$ cat src/rtl/video_timing_pattern_gen_if.sv
// Video output bundle between the timing/pattern generator and the VGA path.
// Carries the pattern controls in and the aligned raster outputs back.
interface video_timing_pattern_gen_if #(
    parameter int CW    = 4,
    parameter int SEC_W = 4
);
    logic [1:0]      mode;
    logic [3*CW-1:0] solid_rgb;
    logic [10:0]     hcount;
    logic [10:0]     vcount;
    logic            hsync;
    logic            vsync;
    logic            blank;
    logic [3*CW-1:0] rgb;
    logic            frame_start;
    logic [7:0]      frame_count;
    logic [SEC_W-1:0] second_count;

    modport master (
        input  mode, solid_rgb,
        output hcount, vcount, hsync, vsync, blank, rgb,
        output frame_start, frame_count, second_count
    );

    modport slave (
        output mode, solid_rgb,
        input  hcount, vcount, hsync, vsync, blank, rgb,
        input  frame_start, frame_count, second_count
    );
endinterface

$ cat src/rtl/video_timing_pattern_gen.sv
// Raster timing generator with frame-synchronous test patterns
// and frame/second counters; all outputs registered, latency 1.
module video_timing_pattern_gen #(
    parameter int H_ACTIVE = 1024,
    parameter int H_FP     = 24,
    parameter int H_SYNC   = 136,
    parameter int H_BP     = 160,
    parameter int V_ACTIVE = 768,
    parameter int V_FP     = 3,
    parameter int V_SYNC   = 6,
    parameter int V_BP     = 29,
    parameter bit SYNC_POL = 1'b0,
    parameter int CW       = 4,
    parameter int FPS      = 60,
    parameter int SEC_W    = 4,
    parameter int CHK_LOG2 = 5
) (
    input logic clock,
    input logic reset_n,
    video_timing_pattern_gen_if.master vid
);
    localparam int H_TOTAL = H_ACTIVE + H_FP + H_SYNC + H_BP;
    localparam int V_TOTAL = V_ACTIVE + V_FP + V_SYNC + V_BP;

    localparam logic [10:0] HT_M1  = 11'(H_TOTAL - 1);
    localparam logic [10:0] VT_M1  = 11'(V_TOTAL - 1);
    localparam logic [10:0] HA     = 11'(H_ACTIVE);
    localparam logic [10:0] VA     = 11'(V_ACTIVE);
    localparam logic [10:0] HS_BEG = 11'(H_ACTIVE + H_FP);
    localparam logic [10:0] HS_END = 11'(H_ACTIVE + H_FP + H_SYNC);
    localparam logic [10:0] VS_BEG = 11'(V_ACTIVE + V_FP);
    localparam logic [10:0] VS_END = 11'(V_ACTIVE + V_FP + V_SYNC);
    localparam logic [10:0] H_HALF = 11'(H_ACTIVE / 2);
    localparam logic [10:0] V_HALF = 11'(V_ACTIVE / 2);
    localparam logic [10:0] BAR_M1 = 11'(H_ACTIVE / 8 - 1);
    localparam logic [7:0]  FPS_M1 = 8'(FPS - 1);
    localparam logic [CW-1:0] MAX  = {CW{1'b1}};

    logic [10:0]     h, v, h_nxt, v_nxt;
    logic [10:0]     bar_cnt, bar_cnt_nxt;
    logic [2:0]      bar_idx, bar_idx_nxt, code;
    logic [1:0]      mode_q, mode_eff;
    logic            first_px, hs_c, vs_c, blank_c;
    logic [3*CW-1:0] pat;

    // Next raster position and bar-width counter aligned with h
    always_comb begin
        h_nxt       = h + 11'd1;
        v_nxt       = v;
        bar_cnt_nxt = bar_cnt + 11'd1;
        bar_idx_nxt = bar_idx;
        if (h == HT_M1) begin
            h_nxt       = '0;
            v_nxt       = (v == VT_M1) ? '0 : v + 11'd1;
            bar_cnt_nxt = '0;
            bar_idx_nxt = '0;
        end else if (bar_cnt == BAR_M1) begin
            bar_cnt_nxt = '0;
            bar_idx_nxt = (bar_idx == 3'd7) ? 3'd7 : bar_idx + 3'd1;
        end
    end

    // Decode of the current internal pixel; new mode applies from pixel (0,0)
    always_comb begin
        first_px = (h == '0) && (v == '0);
        mode_eff = first_px ? vid.mode : mode_q;
        hs_c     = (h >= HS_BEG) && (h < HS_END);
        vs_c     = (v >= VS_BEG) && (v < VS_END);
        blank_c  = (h >= HA) || (v >= VA);
        code     = 3'd7 - bar_idx;
        pat      = '0;
        unique case (mode_eff)
            2'd0: pat = {(h >= v) ? MAX : '0,
                         (h > H_HALF) ? MAX : '0,
                         (v > V_HALF) ? MAX : '0};
            2'd1: pat = {{CW{code[2]}}, {CW{code[1]}}, {CW{code[0]}}};
            2'd2: pat = {3*CW{h[CHK_LOG2] ^ v[CHK_LOG2]}};
            2'd3: pat = vid.solid_rgb;
        endcase
    end

    // Internal raster counters and frame-latched mode
    always_ff @(posedge clock or negedge reset_n) begin
        if (!reset_n) begin
            h       <= '0;
            v       <= '0;
            bar_cnt <= '0;
            bar_idx <= '0;
            mode_q  <= '0;
        end else begin
            h       <= h_nxt;
            v       <= v_nxt;
            bar_cnt <= bar_cnt_nxt;
            bar_idx <= bar_idx_nxt;
            if (first_px) mode_q <= vid.mode;
        end
    end

    // Registered outputs, all describing the same pixel
    always_ff @(posedge clock or negedge reset_n) begin
        if (!reset_n) begin
            vid.hcount      <= '0;
            vid.vcount      <= '0;
            vid.hsync       <= ~SYNC_POL;
            vid.vsync       <= ~SYNC_POL;
            vid.blank       <= 1'b1;
            vid.rgb         <= '0;
            vid.frame_start <= 1'b0;
        end else begin
            vid.hcount      <= h;
            vid.vcount      <= v;
            vid.hsync       <= hs_c ? SYNC_POL : ~SYNC_POL;
            vid.vsync       <= vs_c ? SYNC_POL : ~SYNC_POL;
            vid.blank       <= blank_c;
            vid.rgb         <= blank_c ? '0 : pat;
            vid.frame_start <= first_px;
        end
    end

    // Frame and second counters advance on the frame_start pulse
    always_ff @(posedge clock or negedge reset_n) begin
        if (!reset_n) begin
            vid.frame_count  <= '0;
            vid.second_count <= '0;
        end else if (vid.frame_start) begin
            if (vid.frame_count == FPS_M1) begin
                vid.frame_count  <= '0;
                vid.second_count <= vid.second_count + SEC_W'(1);
            end else begin
                vid.frame_count <= vid.frame_count + 8'd1;
            end
        end
    end
endmodule

$ cat src/flat_wrapper.sv
// flat-port wrapper written by rule: the top's interface ports become plain ports
module video_timing_pattern_gen_flat 
#(
    parameter int H_ACTIVE = 1024,
    parameter int H_FP     = 24,
    parameter int H_SYNC   = 136,
    parameter int H_BP     = 160,
    parameter int V_ACTIVE = 768,
    parameter int V_FP     = 3,
    parameter int V_SYNC   = 6,
    parameter int V_BP     = 29,
    parameter bit SYNC_POL = 1'b0,
    parameter int CW       = 4,
    parameter int FPS      = 60,
    parameter int SEC_W    = 4,
    parameter int CHK_LOG2 = 5
)
  (clock, reset_n, vid_mode, vid_solid_rgb, vid_hcount, vid_vcount, vid_hsync, vid_vsync, vid_blank, vid_rgb, vid_frame_start, vid_frame_count, vid_second_count);
  video_timing_pattern_gen_if #(.CW(CW), .SEC_W(SEC_W)) vid_i ();
  input logic clock;
  input logic reset_n;
  input wire logic [$bits(vid_i.mode)-1:0] vid_mode;
  input wire logic [$bits(vid_i.solid_rgb)-1:0] vid_solid_rgb;
  output wire logic [$bits(vid_i.hcount)-1:0] vid_hcount;
  output wire logic [$bits(vid_i.vcount)-1:0] vid_vcount;
  output wire logic [$bits(vid_i.hsync)-1:0] vid_hsync;
  output wire logic [$bits(vid_i.vsync)-1:0] vid_vsync;
  output wire logic [$bits(vid_i.blank)-1:0] vid_blank;
  output wire logic [$bits(vid_i.rgb)-1:0] vid_rgb;
  output wire logic [$bits(vid_i.frame_start)-1:0] vid_frame_start;
  output wire logic [$bits(vid_i.frame_count)-1:0] vid_frame_count;
  output wire logic [$bits(vid_i.second_count)-1:0] vid_second_count;
  assign vid_i.mode = vid_mode;
  assign vid_i.solid_rgb = vid_solid_rgb;
  assign vid_hcount = vid_i.hcount;
  assign vid_vcount = vid_i.vcount;
  assign vid_hsync = vid_i.hsync;
  assign vid_vsync = vid_i.vsync;
  assign vid_blank = vid_i.blank;
  assign vid_rgb = vid_i.rgb;
  assign vid_frame_start = vid_i.frame_start;
  assign vid_frame_count = vid_i.frame_count;
  assign vid_second_count = vid_i.second_count;
  video_timing_pattern_gen #(.H_ACTIVE(H_ACTIVE), .H_FP(H_FP), .H_SYNC(H_SYNC), .H_BP(H_BP), .V_ACTIVE(V_ACTIVE), .V_FP(V_FP), .V_SYNC(V_SYNC), .V_BP(V_BP), .SYNC_POL(SYNC_POL), .CW(CW), .FPS(FPS), .SEC_W(SEC_W), .CHK_LOG2(CHK_LOG2)) u_core (.clock(clock), .reset_n(reset_n), .vid(vid_i));
endmodule
$ cat config.mk
export PLATFORM = sky130hd
export DESIGN_NAME = video_timing_pattern_gen_flat
export DESIGN_NICKNAME = d
export VERILOG_FILES = /design/src/rtl/video_timing_pattern_gen_if.sv /design/src/rtl/video_timing_pattern_gen.sv /design/src/flat_wrapper.sv
export SDC_FILE = /design/constraint.sdc
export NUM_CORES = 1
export LEC_CHECK = 0
export CORE_UTILIZATION = 28
export DETAILED_ROUTE_END_ITERATION = 8
export MAX_ROUTING_LAYER = met4
export PLACE_DENSITY = 0.49
export SKIP_CTS_REPAIR_TIMING = 1
export SYNTH_ARGS = -nofsm -noshare
export SYNTH_HDL_FRONTEND = slang
export SYNTH_SLANG_ARGS = --single-unit
$ cat constraint.sdc
create_clock -name clock -period 1.85 [get_ports clock]
set_input_delay 0.37 -clock clock [delete_from_list [all_inputs] [get_ports clock]]
set_output_delay 0.37 -clock clock [all_outputs]
set_load 0.02 [all_outputs]
==> summary.txt, run 1 <==
Synthesis
  – Ys Warns: 0
  – Synth Area in XOR/XNOR: 0.0597
  – Post-synthesis adder-cell area fraction: 0.0632
  – Count leader, synth: dfrtp_1
  – Synth unique cells: 43
  – Synthesized net count: 405
  – #FFs+latches synth: between 80 and 90
  – Post-synth top flop: dfrtp_1
  – Simple-gate portion of the synthesized area: 0.172
  – Seq/Total Area, Yosys: 0.557
  – Synth Area in Compound Gates: 0.0967
  – Top cells by count, synth: dfrtp_1, nand2_1, nor2_1
  – Area leader, netlist: dfrtp_1
  – Main combinational cell family by area after synthesis: simple AND/OR/NAND/NOR gates
  – Ranking of synthesized cells by area: dfrtp_1, ha_1, nand2_1
  – Synthesized cell area: around 0.004 mm2
  – Post-synth EDFFs: 0
  – Post-Synthesis Cells: around 370
  – Synthesized area per cell: between 10 and 15 um2
  – Top-area cell type share of the netlist area: 0.537
  – Synth async-reset ratio: 1.00
  – Mux share of post-synthesis cell area: 0.0215

Final layout
  – Area Overhead vs Synth: 48.1%
  – Fin nets: 541
  – Core Util, Final: 0.424
  – Antenna cells: 0
  – Share of layout cells above drive strength 1: 0.269
  – Fillcell total: roughly 1,300

Place
  – Final Wtd Congestion: between 0.8 and 0.9
  – Place WS: -211 ps
  – Port Buffers: 65
  – DPL Wire Length: 6790 um

Pwr
  – Clock share of power: 0.433
  – Reg power frac: 0.510
  – Final Power: 3.83 mW
  – Gate power share: 0.057
  – Psw: approximately 0.87 mW
  – Max VDD drop: around 0.38 mV
  – LEAKAGE: about 2.6 nW
  – Cell Int Power: approximately 3 mW
  – Switching Share: 0.228
  – Pwr Density: around 650 mW/mm2

Routing
  – Initial DRC count: roughly 180
  – Final ANT Viol Nets: 0
  – Drt pass-1 iters: 4
  – DR WL/cell: roughly 14 um
  – Vias per inst: between 4 and 5
  – Final wirelength: 9480 um
  – DRC viols: 0
  – DR vias: about 3,200

STA
  – Final TNS setup: -2710 ps
  – RSZ-0062 raised after global routing: yes
  – Slew @ Worst Pin: a little under 500 ps
  – Post-layout min period: roughly 2100 ps
  – Max Freq: around 480 MHz
  – Setup ws final: -234 ps
  – Tcrit/Tclk final: 1.13
  – Finish-stage setup viols: 12
  – Slew margin rel.: 0.671
  – Slew Limit Fails: 0
  – Hold Fails Final Rpt: 0
  – Clk_skew: 5.90 ps

Global routing
  – GR Util All Layers: 0.137
  – Antenna violations before repair: 0
  – Number of global-route vias before repair: 3,141
  – GRT overflow: 0
  – Largest net degree at the start of global routing: 30
  – Global-route wire length before repair: 15,200 um

Run
  – Max-Cap Viols: 0

Clock tree
  – Worst skew pair latency: ~340 ps
  – Root buffer cell: clkbuf_16
  – # clock sinks: 88
  – Clk buf depth: 2
  – CTS buffer count: 9
  – Htree depth: 3
  – Clk slew on worst S/H paths: around 60 ps
  – TritonCTS clock tree: built

Status
  – Status: complete, but fails checks
  – Failing checks: setup timing

Setup path
  – Crit end category: flop
  – Startpoint types: flop
  – Critical Path Max Stage Delay: just under 400 ps
  – Crit path cell chain: inv_2, ha_4, nor4b_4, nand3_2, nor3_4, buf_12, mux2_4, a21oi_4, a21oi_2
  – Worst EP arrival: ~2300 ps
  – Critical Path Fanout Max: 5
  – Critical Path Slowest Stage Cell: dfrtp_1
  – Internal reg-to-reg setup slack: -230 ps
  – Worst path required time: just over 2000 ps
  – Setup CP Type: reg -> reg

Floorplanning
  – Top-Level Pins: 66
  – Die Wd: 121 um
  – Die Ht: approximately 120 um
  – Die ar.: 0.0146 mm2
  – Initial Utilization: 0.286
  – Std-Cell Core Area: around 0.014 mm2
  – Number of core rows: 43

Min path
  – HP Class: in -> async
==> power by group through the flow <==
stage,combinational (mW),sequential [mW],clock [mW]
finish,0.218,1.95,1.65
detailed placement,0.196,1.99,0
floorplan,0.0355,2.01,0
global route,0.239,1.95,1.79
CTS,0.197,1.95,1.72
global placement,0.193,1.99,0
==> layer usage <==
metal  global-route usage  share of wire  vias up  wire length, um
met4               0.0448          0.011        0              109
li1                     -              -     1547                -
met2                0.213           0.49       61             4600
met3               0.0291          0.036        8              341
met5                    -              0        -                0
met1                0.177           0.47     1544             4430
==> cell families (layout without fill, tap and decap cells) <==
kind of cell               Yosys count  in the layout
and+or+nand+nor                    136            136
DFF                                 88             88
AOI/OAI and AO/OA                   63             63
xor gates and xnor gates            27             27
buffers and inverters               27            168
adders and majority gates           20             20
muxes                                8              8
==> placed cells by master, fill, tap and decap left out, types with 4 or more instances in the layout <==
cell and n:
dfrtp_1 84, clkdlybuf4s50_1 61, buf_4 57, nand2_1 41, nor2_1 31, o21ai_0 18, ha_1 18, inv_1 17
nand3_1 17, xor2_1 15, xnor2_1 12, a21oi_2 12, a21oi_1 10, clkbuf_16 9, nand4_1 8, buf_6 7
nand3_2 4, nor3_1 4, o21ai_1 4, clkinvlp_4 4
==> registers in the layout, indices dropped and copies added, names as in the netlist <==
| name | count |
|---|---|
| u_core.bar_cnt | 11 |
| u_core.bar_idx | 3 |
| u_core.h | 11 |
| u_core.mode_q | 2 |
| u_core.v | 11 |
| u_core.vid.blank | 1 |
| u_core.vid.frame_count | 8 |
| u_core.vid.frame_start | 1 |
| u_core.vid.hcount | 11 |
| u_core.vid.hsync | 1 |
| u_core.vid.rgb | 12 |
| u_core.vid.second_count | 4 |
| u_core.vid.vcount | 11 |
| u_core.vid.vsync | 1 |
==> worst max-delay path, delay by kind of cell, from the launching register on <==
kind / cells / cell delay, ps
muxes: 1 / 350
DFF: 1 / 390
and+or+nand+nor: 3 / 580
buffers and inverters: 2 / 240
adders and majority gates: 1 / 120
AOI/OAI and AO/OA: 2 / 280
==> final timing paths <==
path	from	to	depth (start not counted)
max in group asynchronous	reset_n	u_core.vid.blank$_DFF_PN1_	3
max reg2reg	u_core.h[1]$_DFF_PN0_	u_core.vid.rgb[3]$_DFF_PN0_	9
min in group clock	u_core.vid.second_count[3]$_DFFE_PN0P_	u_core.vid.second_count[3]$_DFFE_PN0P_	1
min reg2reg	u_core.vid.second_count[3]$_DFFE_PN0P_	u_core.vid.second_count[3]$_DFFE_PN0P_	1
min	reset_n	u_core.vid.frame_count[6]$_DFFE_PN0P_	2
max	u_core.h[1]$_DFF_PN0_	u_core.vid.rgb[3]$_DFF_PN0_	9
==> stage by stage <==
step	instances	area (um2)	hold slack (ps)
after floorplan	369	3980	74.4
after global placement	666	5280	279
after detailed placement	666	5280	282
after CTS	682	5550	-81.0
after global routing	690	5870	488
final	690	5870	461
==> layout make-up <==
class | count | area [um2] | area share
clock buffer | 9 | 225 | 0.0384
timing repair buffer | 132 | 1220 | 0.209
clock inverter | 7 | 48.8 | 0.00832
tap | 180 | 225 | 0.0384
sequential | 88 | 2210 | 0.376
inverter | 20 | 75.1 | 0.0128
multi-input combinational | 254 | 1860 | 0.317
Power figures use the tool's default switching activity.
==> run 2: changes to the inputs <==
- SKIP_CTS_REPAIR_TIMING: 1 -> unset
==> run 2 against run 1 <==
Design area fell by 1.3%. The run still ends with setup timing left. Sequential power about the same. Register-to-register slack better by 30 ps. Count of clock-buffer cells in the layout is the same. Total power is 0.35% lower. Critical path depth stayed put. Final cell count did not move. Hold slack barely moved. Non-clock buffer count stayed put.
==> summary.txt, run 2 (synthesis results as in run 1) <==
Floorplanning
  – Std-Cell Core Area: between 0.01 and 0.015 mm2
  – Die Ht: between 100 and 150 um
  – Die ar.: about 0.015 mm2
  – Number of core rows: 43
  – Top-Level Pins: 66
  – Die Wd: about 120 um
  – Initial Utilization: 0.286

Setup path
  – Crit end category: flop
  – Worst path required time: roughly 2100 ps
  – Critical Path Max Stage Delay: between 300 and 400 ps
  – Critical Path Fanout Max: 5
  – Worst EP arrival: roughly 2300 ps
  – Critical Path Slowest Stage Cell: dfrtp_1
  – Crit path cell chain: inv_1, ha_1, nor4b_4, nand3_2, nor3_4, buf_12, mux2_4, a21oi_4, a21oi_1
  – Setup CP Type: reg -> reg
  – Startpoint types: flop
  – Internal reg-to-reg setup slack: -210 ps

Pwr
  – LEAKAGE: about 2.6 nW
  – Max VDD drop: approximately 0.38 mV
  – Pwr Density: between 600 and 700 mW/mm2

Clock tree
  – Htree depth: 3
  – Clk buf depth: 2
  – Clk slew on worst S/H paths: roughly 60 ps
  – TritonCTS clock tree: built
  – Worst skew pair latency: 340 ps
  – Root buffer cell: clkbuf_16
  – # clock sinks: slightly below 90
  – CTS buffer count: 9

STA
  – Slew Limit Fails: 0
  – Final TNS setup: -2250 ps
  – Slew @ Worst Pin: about 500 ps
  – Hold Fails Final Rpt: 0
  – Slew margin rel.: 0.664
  – Post-layout min period: between 2000 and 2500 ps
  – Clk_skew: just under 7 ps
  – RSZ-0062 raised after global routing: yes
  – Max Freq: between 400 and 500 MHz
  – Setup ws final: -207 ps
  – Tcrit/Tclk final: 1.11
  – Finish-stage setup viols: 12

Routing
  – DR WL/cell: between 10 and 15 um
  – Top layer in use: met4
  – Vias per inst: between 4 and 5
  – DRC viols: 0
  – Initial DRC count: between 100 and 150
  – Final ANT Viol Nets: 0
  – Final wirelength: between 9000 and 10,000 um
  – Drt pass-1 iters: 4
  – M1 wire length: 4330 um
  – Met2 WL: approximately 4400 um
  – Met3 wire len: around 380 um
  – DR vias: about 3,100

Place
  – DPL Wire Length: approximately 6800 um
  – Final Wtd Congestion: roughly 0.85
  – Dpl cell area: between 0.005 and 0.006 mm2
  – Port Buffers: 65

Run
  – Max-Cap Viols: 0

Status
  – Failing checks: setup timing
  – Status: complete, but fails checks

Global routing
  – Global-route wire length before repair: about 15,000 um
  – GRT overflow: 0
  – Antenna violations before repair: 0
  – GR Util All Layers: 0.137
  – Largest net degree at the start of global routing: 30
  – Number of global-route vias before repair: approximately 3,100

Final layout
  – Most frequent cells in the layout: dfrtp_1, buf_4, clkdlybuf4s50_1
  – Area Overhead vs Synth: 46.2%
  – Most common cell after layout, fill and taps aside: dfrtp_1
  – Biggest register: u_core.vid.rgb
  – Antenna cells: 0
  – Max FFs per register: 12
  – Fin nets: 541
  – Final instance area: 0.00579 mm2
  – Fillcell total: approximately 1,300
  – Share of layout cells above drive strength 1: 0.241

Min path
  – HP Class: in -> async
## run 2: metal layers
layer,global-route usage,vias to the layer above
met3,0.0291,6
met5,-,-
met4,0.0448,0
met1,0.178,1507
met2,0.213,69
li1,-,1548
## run 2: worst paths after layout
path	start	to	depth (start not counted)
worst min-delay path	reset_n	u_core.vid.frame_count[6]$_DFFE_PN0P_	2
min in group clock	u_core.vid.second_count[3]$_DFFE_PN0P_	u_core.vid.second_count[3]$_DFFE_PN0P_	1
worst max-delay path	u_core.h[0]$_DFF_PN0_	u_core.vid.rgb[5]$_DFF_PN0_	9
worst max register to register	u_core.h[0]$_DFF_PN0_	u_core.vid.rgb[5]$_DFF_PN0_	9
worst min register to register	u_core.vid.second_count[3]$_DFFE_PN0P_	u_core.vid.second_count[3]$_DFFE_PN0P_	1
max in group asynchronous	reset_n	u_core.vid.blank$_DFF_PN1_	3
## run 2: power breakdown
group,leakage [nW],internal [mW],switching (mW)
sequential,1.13,1.95,0.00719
combinational,1.36,0.0968,0.109
clock,0.123,0.906,0.748
## run 2: critical path: cells and delay by family, from the launching register on
kind                       cells  cell delay [ps]
adders and majority gates      1              150
muxes                          1              340
DFF                            1              380
AOI/OAI and AO/OA              2              260
and+or+nand+nor                3              570
buffers and inverters          2              220
## run 2: through the flow
stage	setup slack, ps	power (mW)	hold WS [ps]	instances	utilization
after floorplan	-128	2.05	74.4	369	-
after global placement	-151	2.18	279	666	0.382
after detailed placement	-211	2.18	282	666	0.382
after CTS	-212	3.87	463	685	0.406
after global routing	-291	3.97	488	690	0.419
final	-207	3.81	462	690	0.419
## run 2: layout make-up
cell class                      instances  area [um2]  area share
Clock buffer                            9         225      0.0389
Clock inverter                          7        48.8     0.00843
Inverter                               20        75.1      0.0130
Multi-Input combinational cell        254        1800       0.311
Sequential cell                        88        2210       0.381
Tap cell                              180         225      0.0389
Timing Repair Buffer                  132        1210       0.209
## run 2: repair_timing
| item | in CTS | in global routing |
|---|---|---|
| pin swaps | 4 | 12 |
| cloned | 0 | 1 |
| hold endpoints to repair | 18 | 0 |
| setup buffers | 2 | 5 |
| hold buffers | 1 | 0 |
| gates resized for setup | 10 | 33 |
| setup endpoints to repair | 21 | 26 |
